$ cat config.mk
export PLATFORM = sky130hd
export DESIGN_NAME = writeback_unit_flat
export DESIGN_NICKNAME = d
export VERILOG_FILES = /design/src/rtl/writeback_unit_if.sv /design/src/rtl/writeback_unit.sv /design/src/flat_wrapper.sv
export SDC_FILE = /design/constraint.sdc
export NUM_CORES = 1
export LEC_CHECK = 0
export ABC_AREA = 1
export CAP_MARGIN = 20
export CORE_ASPECT_RATIO = 1.1
export CORE_MARGIN = 2
export CORE_UTILIZATION = 25
export DETAILED_ROUTE_END_ITERATION = 10
export PLACE_DENSITY = 0.55
export SYNTH_ARGS = -nofsm -noshare
export SYNTH_HDL_FRONTEND = slang
export SYNTH_SLANG_ARGS = --single-unit
$ cat constraint.sdc
create_clock -name clk -period 1.82 [get_ports clk]
set_input_delay 0.546 -clock clk [delete_from_list [all_inputs] [get_ports clk]]
set_output_delay 0.546 -clock clk [all_outputs]
set_load 0.01 [all_outputs]
$ cat src/rtl/writeback_unit_if.sv
// Writeback stage bus: start request, load/ALU operands, memory read return and register file write port.
// The master drives requests and memory data; the slave is the writeback unit.
interface writeback_unit_if #(
  parameter int XLEN = 32
);
  logic            start;
  logic            is_load;
  logic [4:0]      rd_in;
  logic [2:0]      funct3;
  logic [1:0]      addr_lo;
  logic [XLEN-1:0] alu_result;
  logic [XLEN-1:0] mem_rdata;
  logic            mem_rvalid;
  logic            busy;
  logic            done;
  logic [1:0]      err_code;
  logic            rf_we;
  logic [4:0]      rf_rd;
  logic [XLEN-1:0] rf_wdata;

  modport master (
    output start, is_load, rd_in, funct3, addr_lo, alu_result, mem_rdata, mem_rvalid,
    input  busy, done, err_code, rf_we, rf_rd, rf_wdata
  );

  modport slave (
    input  start, is_load, rd_in, funct3, addr_lo, alu_result, mem_rdata, mem_rvalid,
    output busy, done, err_code, rf_we, rf_rd, rf_wdata
  );
endinterface

$ cat src/rtl/writeback_unit.sv
// Writeback stage: writes ALU results or extracted load data to the register file,
// reporting misaligned, illegal-funct3 and memory-timeout loads instead of writing.
module writeback_unit #(
  parameter int XLEN        = 32,
  parameter int TIMEOUT_CYC = 16
) (
  input  logic             clk,
  input  logic             rst,
  writeback_unit_if.slave  bus
);

  localparam int CNT_W = (TIMEOUT_CYC > 1) ? $clog2(TIMEOUT_CYC) : 1;
  localparam logic [CNT_W-1:0] CNT_LAST = CNT_W'(TIMEOUT_CYC - 1);

  localparam logic [1:0] ERR_OK       = 2'b00;
  localparam logic [1:0] ERR_MISALIGN = 2'b01;
  localparam logic [1:0] ERR_ILLEGAL  = 2'b10;
  localparam logic [1:0] ERR_TIMEOUT  = 2'b11;

  typedef enum logic [1:0] {
    ST_IDLE     = 2'd0,
    ST_WAIT_MEM = 2'd1,
    ST_WRITE    = 2'd2
  } state_e;

  function automatic logic f3_legal(input logic [2:0] f3);
    logic ok_v;
    case (f3)
      3'b000, 3'b001, 3'b010, 3'b100, 3'b101: ok_v = 1'b1;
      default:                                ok_v = 1'b0;
    endcase
    return ok_v;
  endfunction

  function automatic logic misaligned(input logic [2:0] f3, input logic [1:0] lo);
    logic mis_v;
    case (f3)
      3'b001, 3'b101: mis_v = lo[0];
      3'b010:         mis_v = (lo != 2'b00);
      default:        mis_v = 1'b0;
    endcase
    return mis_v;
  endfunction

  // Byte/half lanes are selected from the aligned word, then sign- or zero-extended.
  function automatic logic [XLEN-1:0] extract_load(
    input logic [XLEN-1:0] word,
    input logic [2:0]      f3,
    input logic [1:0]      lo
  );
    logic [7:0]      byte_v;
    logic [15:0]     half_v;
    logic [XLEN-1:0] res_v;
    byte_v = word[{lo, 3'b000} +: 8];
    half_v = word[{lo[1], 4'b0000} +: 16];
    case (f3)
      3'b000:  res_v = {{(XLEN-8){byte_v[7]}}, byte_v};
      3'b001:  res_v = {{(XLEN-16){half_v[15]}}, half_v};
      3'b100:  res_v = {{(XLEN-8){1'b0}}, byte_v};
      3'b101:  res_v = {{(XLEN-16){1'b0}}, half_v};
      default: res_v = word;
    endcase
    return res_v;
  endfunction

  state_e          state_r, state_s;
  logic [4:0]      rd_r, rd_s;
  logic [2:0]      funct3_r, funct3_s;
  logic [1:0]      addr_lo_r, addr_lo_s;
  logic [XLEN-1:0] wdata_r, wdata_s;
  logic [1:0]      err_r, err_s;
  logic [CNT_W-1:0] cnt_r, cnt_s;
  logic            busy_r, busy_s;
  logic            done_r, done_s;
  logic            we_r, we_s;

  // Next-state and next-output logic; outputs are derived from the next state so they register cleanly.
  always_comb begin
    state_s   = state_r;
    rd_s      = rd_r;
    funct3_s  = funct3_r;
    addr_lo_s = addr_lo_r;
    wdata_s   = wdata_r;
    err_s     = ERR_OK;
    cnt_s     = cnt_r;
    case (state_r)
      ST_IDLE: begin
        if (bus.start) begin
          rd_s      = bus.rd_in;
          funct3_s  = bus.funct3;
          addr_lo_s = bus.addr_lo;
          if (!bus.is_load) begin
            wdata_s = bus.alu_result;
            err_s   = ERR_OK;
            state_s = ST_WRITE;
          end else if (!f3_legal(bus.funct3)) begin
            err_s   = ERR_ILLEGAL;
            state_s = ST_WRITE;
          end else if (misaligned(bus.funct3, bus.addr_lo)) begin
            err_s   = ERR_MISALIGN;
            state_s = ST_WRITE;
          end else begin
            cnt_s   = '0;
            state_s = ST_WAIT_MEM;
          end
        end else begin
          state_s = ST_IDLE;
        end
      end
      ST_WAIT_MEM: begin
        // A response on the last counted cycle still beats the timeout.
        if (bus.mem_rvalid) begin
          wdata_s = extract_load(bus.mem_rdata, funct3_r, addr_lo_r);
          err_s   = ERR_OK;
          state_s = ST_WRITE;
        end else if (cnt_r == CNT_LAST) begin
          err_s   = ERR_TIMEOUT;
          state_s = ST_WRITE;
        end else begin
          cnt_s   = cnt_r + CNT_W'(1);
          state_s = ST_WAIT_MEM;
        end
      end
      ST_WRITE: begin
        state_s = ST_IDLE;
      end
      default: begin
        state_s = ST_IDLE;
      end
    endcase
    busy_s = (state_s != ST_IDLE);
    done_s = (state_s == ST_WRITE);
    we_s   = done_s && (err_s == ERR_OK) && (rd_s != 5'd0);
  end

  // State and output registers with synchronous reset.
  always_ff @(posedge clk) begin
    if (rst) begin
      state_r   <= ST_IDLE;
      rd_r      <= 5'd0;
      funct3_r  <= 3'd0;
      addr_lo_r <= 2'd0;
      wdata_r   <= '0;
      err_r     <= ERR_OK;
      cnt_r     <= '0;
      busy_r    <= 1'b0;
      done_r    <= 1'b0;
      we_r      <= 1'b0;
    end else begin
      state_r   <= state_s;
      rd_r      <= rd_s;
      funct3_r  <= funct3_s;
      addr_lo_r <= addr_lo_s;
      wdata_r   <= wdata_s;
      err_r     <= err_s;
      cnt_r     <= cnt_s;
      busy_r    <= busy_s;
      done_r    <= done_s;
      we_r      <= we_s;
    end
  end

  assign bus.busy     = busy_r;
  assign bus.done     = done_r;
  assign bus.err_code = err_r;
  assign bus.rf_we    = we_r;
  assign bus.rf_rd    = rd_r;
  assign bus.rf_wdata = wdata_r;

endmodule
$ cat src/flat_wrapper.sv
// flat-port wrapper written by rule: the top's interface ports become plain ports
module writeback_unit_flat 
#(
  parameter int XLEN        = 32,
  parameter int TIMEOUT_CYC = 16
)
  (clk, rst, bus_start, bus_is_load, bus_rd_in, bus_funct3, bus_addr_lo, bus_alu_result, bus_mem_rdata, bus_mem_rvalid, bus_busy, bus_done, bus_err_code, bus_rf_we, bus_rf_rd, bus_rf_wdata);
  writeback_unit_if #(.XLEN(XLEN)) bus_i ();
  input  logic clk;
  input  logic rst;
  input wire logic [$bits(bus_i.start)-1:0] bus_start;
  input wire logic [$bits(bus_i.is_load)-1:0] bus_is_load;
  input wire logic [$bits(bus_i.rd_in)-1:0] bus_rd_in;
  input wire logic [$bits(bus_i.funct3)-1:0] bus_funct3;
  input wire logic [$bits(bus_i.addr_lo)-1:0] bus_addr_lo;
  input wire logic [$bits(bus_i.alu_result)-1:0] bus_alu_result;
  input wire logic [$bits(bus_i.mem_rdata)-1:0] bus_mem_rdata;
  input wire logic [$bits(bus_i.mem_rvalid)-1:0] bus_mem_rvalid;
  output wire logic [$bits(bus_i.busy)-1:0] bus_busy;
  output wire logic [$bits(bus_i.done)-1:0] bus_done;
  output wire logic [$bits(bus_i.err_code)-1:0] bus_err_code;
  output wire logic [$bits(bus_i.rf_we)-1:0] bus_rf_we;
  output wire logic [$bits(bus_i.rf_rd)-1:0] bus_rf_rd;
  output wire logic [$bits(bus_i.rf_wdata)-1:0] bus_rf_wdata;
  assign bus_i.start = bus_start;
  assign bus_i.is_load = bus_is_load;
  assign bus_i.rd_in = bus_rd_in;
  assign bus_i.funct3 = bus_funct3;
  assign bus_i.addr_lo = bus_addr_lo;
  assign bus_i.alu_result = bus_alu_result;
  assign bus_i.mem_rdata = bus_mem_rdata;
  assign bus_i.mem_rvalid = bus_mem_rvalid;
  assign bus_busy = bus_i.busy;
  assign bus_done = bus_i.done;
  assign bus_err_code = bus_i.err_code;
  assign bus_rf_we = bus_i.rf_we;
  assign bus_rf_rd = bus_i.rf_rd;
  assign bus_rf_wdata = bus_i.rf_wdata;
  writeback_unit #(.XLEN(XLEN), .TIMEOUT_CYC(TIMEOUT_CYC)) u_core (.clk(clk), .rst(rst), .bus(bus_i));
endmodule
; ---- Yosys cells after proc, flatten, opt, wreduce, memory -nomap -nowiden
; Index checks and enable logic that the tools add are counted.
[op_classes]
add_sub_neg = 1
eq_ne = 18
n_shift = 2
mux = 37
reduce_logical = 15
[op_table]
columns = cell, n
row1 = one-hot mux 32 bit (4 select lines), 1
row2 = 2-to-1 mux 32 bit, 3
row3 = one-hot mux 32 bit (2 select lines), 1
row4 = indexed part select 32 x 6 -> 16 bit, 1
row5 = indexed part select 32 x 6 -> 8 bit, 1
row6 = 2-to-1 mux 4 bit, 6
row7 = 2-to-1 mux 2 bit, 11
row8 = inequality test 2 bit (second input constant), 7
row9 = == test 3 bit (second input constant), 4
row10 = 2-to-1 mux 5 bit, 2
row11 = 2-to-1 mux 1 bit, 9
row12 = one-hot mux 2 bit (2 select lines), 2
row13 = one-hot mux 4 bit (2 select lines), 1
row14 = AND reduction 7 bit, 1
row15 = == test 3 x 1 -> 1 bit (second input constant), 2
row16 = zero test 3 bit, 2
row17 = nonzero test 2 bit, 3
row18 = nonzero test 5 bit, 1
row19 = OR reduction 5 bit, 1
row20 = adder 4 x 1 -> 4 bit (second input constant), 1
row21 = == test 4 bit (second input constant), 1
row22 = zero test 2 bit, 2
row23 = AND reduction 4 bit, 1
row24 = == test 3 x 2 -> 1 bit (second input constant), 1
row25 = 7 further kinds, 8
[word_totals]
ff_bits = 53
output_inout_bits = 42

; ---- Depth between registers and ports, before layout
[depth]
ltp_word = 18
depth_mapped = 10

; ---- Least setup slack after synthesis
; No wires, ideal clock.
[synth_path]
kind = input to register
from = input bus_addr_lo[1]
to = register u_core.cnt_r[2]
arrival_time_ps = 1328
required_time_ps = 1692
slack_ps = 364
cell_stages = 7
path_cell_list = or2_2 > nand2_1 > nand2_1 > nand2_1 > nand2_1 > nand2_1 > a21oi_1
[synth_between]
elab_chain_cells = 8
[synth_lines]
columns = item, line
row1 = start: declaration, flat_wrapper.sv:15  ; input wire logic [$bits(bus_i.addr_lo)-1:0] bus_addr_lo;
row2 = nonzero test 2 bit, writeback_unit.sv:39  ; 3'b010: mis_v = (lo != 2'b00);
row3 = one-hot mux 1 bit (2 select lines), writeback_unit.sv:37  ; case (f3)
row4 = 2-to-1 mux 1 bit, writeback_unit.sv:96  ; end else if (!f3_legal(bus.funct3)) begin
row5 = 2-to-1 mux 1 bit, writeback_unit.sv:92  ; if (!bus.is_load) begin
row6 = 2-to-1 mux 1 bit, writeback_unit.sv:88  ; if (bus.start) begin
row7 = 2-to-1 mux 1 bit, writeback_unit.sv:86  ; case (state_r)
row8 = inequality test 2 bit (no line), n/a
row9 = AND reduction 7 bit (no line), n/a
row10 = end signal: assignment, writeback_unit.sv:156  ; cnt_r <= cnt_s;
row11 = end: declaration, writeback_unit.sv:72  ; logic [CNT_W-1:0] cnt_r, cnt_s;
; No other way between the ends. The select of a mux whose other input is x is not followed.
; A chain may end at the register's enable or synchronous reset.

; ---- Final worst setup path
[layout_path]
from = register u_core.wdata_r[11] (netlist: u_core.bus.rf_wdata[11])
to = output bus_rf_wdata[11]
[layout_lines]
columns = item, line
row1 = start: declaration, writeback_unit.sv:70  ; logic [XLEN-1:0] wdata_r, wdata_s;
row2 = start signal: assignment, writeback_unit.sv:154  ; wdata_r <= wdata_s;
row3 = end: declaration, flat_wrapper.sv:24  ; output wire logic [$bits(bus_i.rf_wdata)-1:0] bus_rf_wdata;
; No word-level cell between the ends.

==> impl_metrics.ini <==
[global_routing]
busiest_layer = met2
grt_remaining_overflow = 0
grt_pass1_wl_um = 16600
grt_use_met3 = 0.0338
grt_pass1_vias = 3493
use_met1 = 0.199
antenna_found_initial = 0
track_usage = 0.159
grt_use_met2 = 0.276
grt_max_degree = 41

[worst_setup_path]
r2r_start = u_core.state_r[0]$_SDFF_PP0_
worstSetupStartpointType = register
cp.arrival_ns = 1.19
crit_required_ns = 1.27
endpoint_kind = primary output
endpoint = bus_rf_wdata[11]
crit_start = u_core.bus.rf_wdata[11]$_SDFFE_PP0P_
worst-path-stages = 1
critical_path_class = reg2out
r2r_setup_slack_ns = 0.39
worst-path-buf-inv = 1
cp_top_family = buffers and inverters
path_max_fanout = 2
crit_chain = clkdlybuf4s50_1
r2r-end = u_core.cnt_r[3]$_SDFFE_PP0P_
critPathMaxStageDelay_ns = 0.57
critPathSlowestCell = clkdlybuf4s50_1
rr_worst_depth = 8

[floorplan]
die_area_um2 = 13300
start_util = 0.257
ios = 121
row_count = 42
die_y_um = 121
core_area_um2 = 12100
chipWidth_um = 110

[placement]
hpwl_um = 8170
gp_congestion = 0.820
portBuffers = 120
pre_cts_slack_ns = -0.216

[pwr]
power_density_nw_per_um2 = 723
switching_share = 0.312
p_int_mw = 2.39
seqPwrFrac = 0.387
ir_drop_mv = 0.398
p_sw_mw = 1.08
combPwrFrac = 0.341
leakage_nw = 2.07
p_clk_frac = 0.272
totalPowerFinal_mw = 3.47

[layout]
drive_gt1_frac = 0.132
nets = 706
antenna_cells = 0
area_delta_synth_final_pct = 54.6
fillers = 1295
fin_util = 0.398

[sta]
relSlewSlack = 0.659
fin_skew_ns = 0.00340
min_period_over_period = 0.955
timing.hold.ws_ns = 0.489
tightest_slew_ns = 0.510
layout_setup_ws_ns = 0.0823
drv_slew = 0
fmax_ghz = 0.575
period_minus_slack_ns = 1.74
setup-violations-final = 0
hold_viol_final = 0

[clocking]
clock_path_buffers = 2
root_buffer = clkbuf_16
cts-buffers-inserted = 5
clk_pin_slew_worst_paths_ns = 0.07
cts_max_level = 2
cts_tree = yes
insertion_delay_ns = 0.29
clkSinkCount = 53

[yosys]
synth_nets = 573
yosys.area.top_type = dfxtp_1
synth_most_common_cell = nand2_1
synthTopCellsByCount = nand2_1, a21oi_1, dfxtp_1
synth_top_area_frac = 0.341
ys_seq_area_frac = 0.341
synth_cells = 493
yosys_register_bits = 53
synth_cell_types = 26
synth-edff-count = 0
synthesis.area_um2 = 3110
synth.area.top_cells = dfxtp_1, nand2_1, a21oi_1
yosys_warnings = 0
avgSynthCellArea_um2 = 6.30
synth_ff_type = dfxtp_1
synthArstFlopShare = 0

[drt]
drt_iter0_markers = 154
drt_pass1_iterations = 4
wl_um = 10700
route.detailed.drc = 0
ant_nets = 0
vias_per_cell = 4.55
wire_per_inst_um = 13.7
vias = 3557

[hold_path]
holdPathStages = 2
hold_path.class = reg2reg

[run_status]
outcome = complete, no violations

[job]
drv_cap = 0
## how the worst min path moves through the flow
stage,from,end,slack [ns]
2_1_floorplan,u_core.cnt_r[3]$_SDFFE_PP0P_,u_core.cnt_r[3]$_SDFFE_PP0P_,0.46
3_3_place_gp,u_core.bus.rf_wdata[7]$_SDFFE_PP0P_,u_core.bus.rf_wdata[7]$_SDFFE_PP0P_,0.47
3_5_place_dp,u_core.bus.rf_wdata[7]$_SDFFE_PP0P_,u_core.bus.rf_wdata[7]$_SDFFE_PP0P_,0.48
4_1_cts,u_core.bus.rf_wdata[7]$_SDFFE_PP0P_,u_core.bus.rf_wdata[7]$_SDFFE_PP0P_,0.49
5_1_grt,u_core.bus.rf_wdata[7]$_SDFFE_PP0P_,u_core.bus.rf_wdata[7]$_SDFFE_PP0P_,0.50
6_report,u_core.bus.rf_wdata[7]$_SDFFE_PP0P_,u_core.bus.rf_wdata[7]$_SDFFE_PP0P_,0.49
## per-stage QoR
| step | setup TNS, ns | instance area, um2 | instances |
|---|---|---|---|
| after CTS | 0 | 4790 | 780 |
| after global routing | -0.00687 | 4800 | 781 |
| after global placement | -4.30 | 4660 | 772 |
| after detailed placement | -5.13 | 4660 | 772 |
| final | 0 | 4800 | 781 |
| after floorplan | 0 | 3110 | 493 |
## layout make-up
class	instances	area (um2)	share of cell area
clock inverters	2	10.0	0.00208
repair buffers	156	1520	0.317
multi-input cells	369	1740	0.361
well taps	154	193	0.0401
inverters	41	155	0.0323
flip-flops and latches	53	1060	0.221
clock buffers	6	129	0.0268
## cells by family (layout without fill, tap and decap cells)
group | Yosys count | after routing | share of synthesized area
simple gates | 233 | 233 | 0.329
compound gates | 135 | 135 | 0.225
buf+inv | 71 | 205 | 0.101
flops | 53 | 53 | 0.341
fa+ha+maj | 1 | 1 | 0.00403
## what timing repair did
action / CTS / global route
hold buffers: 0 / 0
buffers inserted: 0 / 1
resized for setup: 0 / 1
hold endpoints to repair: 0 / 0
endpoints found under the setup margin: 0 / 18
## state kept, by name, indices dropped and copies added (netlist names)
register             flops
u_core.addr_lo_r         2
u_core.bus.busy          1
u_core.bus.done          1
u_core.bus.err_code      2
u_core.bus.rf_rd         5
u_core.bus.rf_wdata     32
u_core.bus.rf_we         1
u_core.cnt_r             4
u_core.funct3_r          3
u_core.state_r           2
## layout by cell type (no fill, tap or decap), drive strengths merged
cell / instances
a21boi: 4
a21oi: 69
a31oi: 1
buf: 36
clkbuf: 6
clkdlybuf4s50: 120
clkinv: 3
dfxtp: 53
ha: 1
inv: 40
nand2: 127
nand3: 38
nand4: 1
nor2: 40
nor3: 3
o21a: 1
o21ai: 59
o21bai: 1
or2: 24
## metal layers
layer  vias up  share of wire
met5         -              0
met4         0          0.013
li1       1865              -
met2       113           0.46
met1      1569           0.44
met3        10          0.087
## power groups by stage
| stage | Clock [mW] | Combinational [mW] | Sequential [mW] |
|---|---|---|---|
| 2_1_floorplan | 0 | 0.541 | 1.41 |
| 3_3_place_gp | 0 | 1.18 | 1.37 |
| 3_5_place_dp | 0 | 1.19 | 1.37 |
| 4_1_cts | 0.973 | 1.19 | 1.35 |
| 5_1_grt | 1.01 | 1.32 | 1.36 |
| 6_report | 0.943 | 1.18 | 1.35 |
Note: power is estimated with default switching activity, not from simulation.
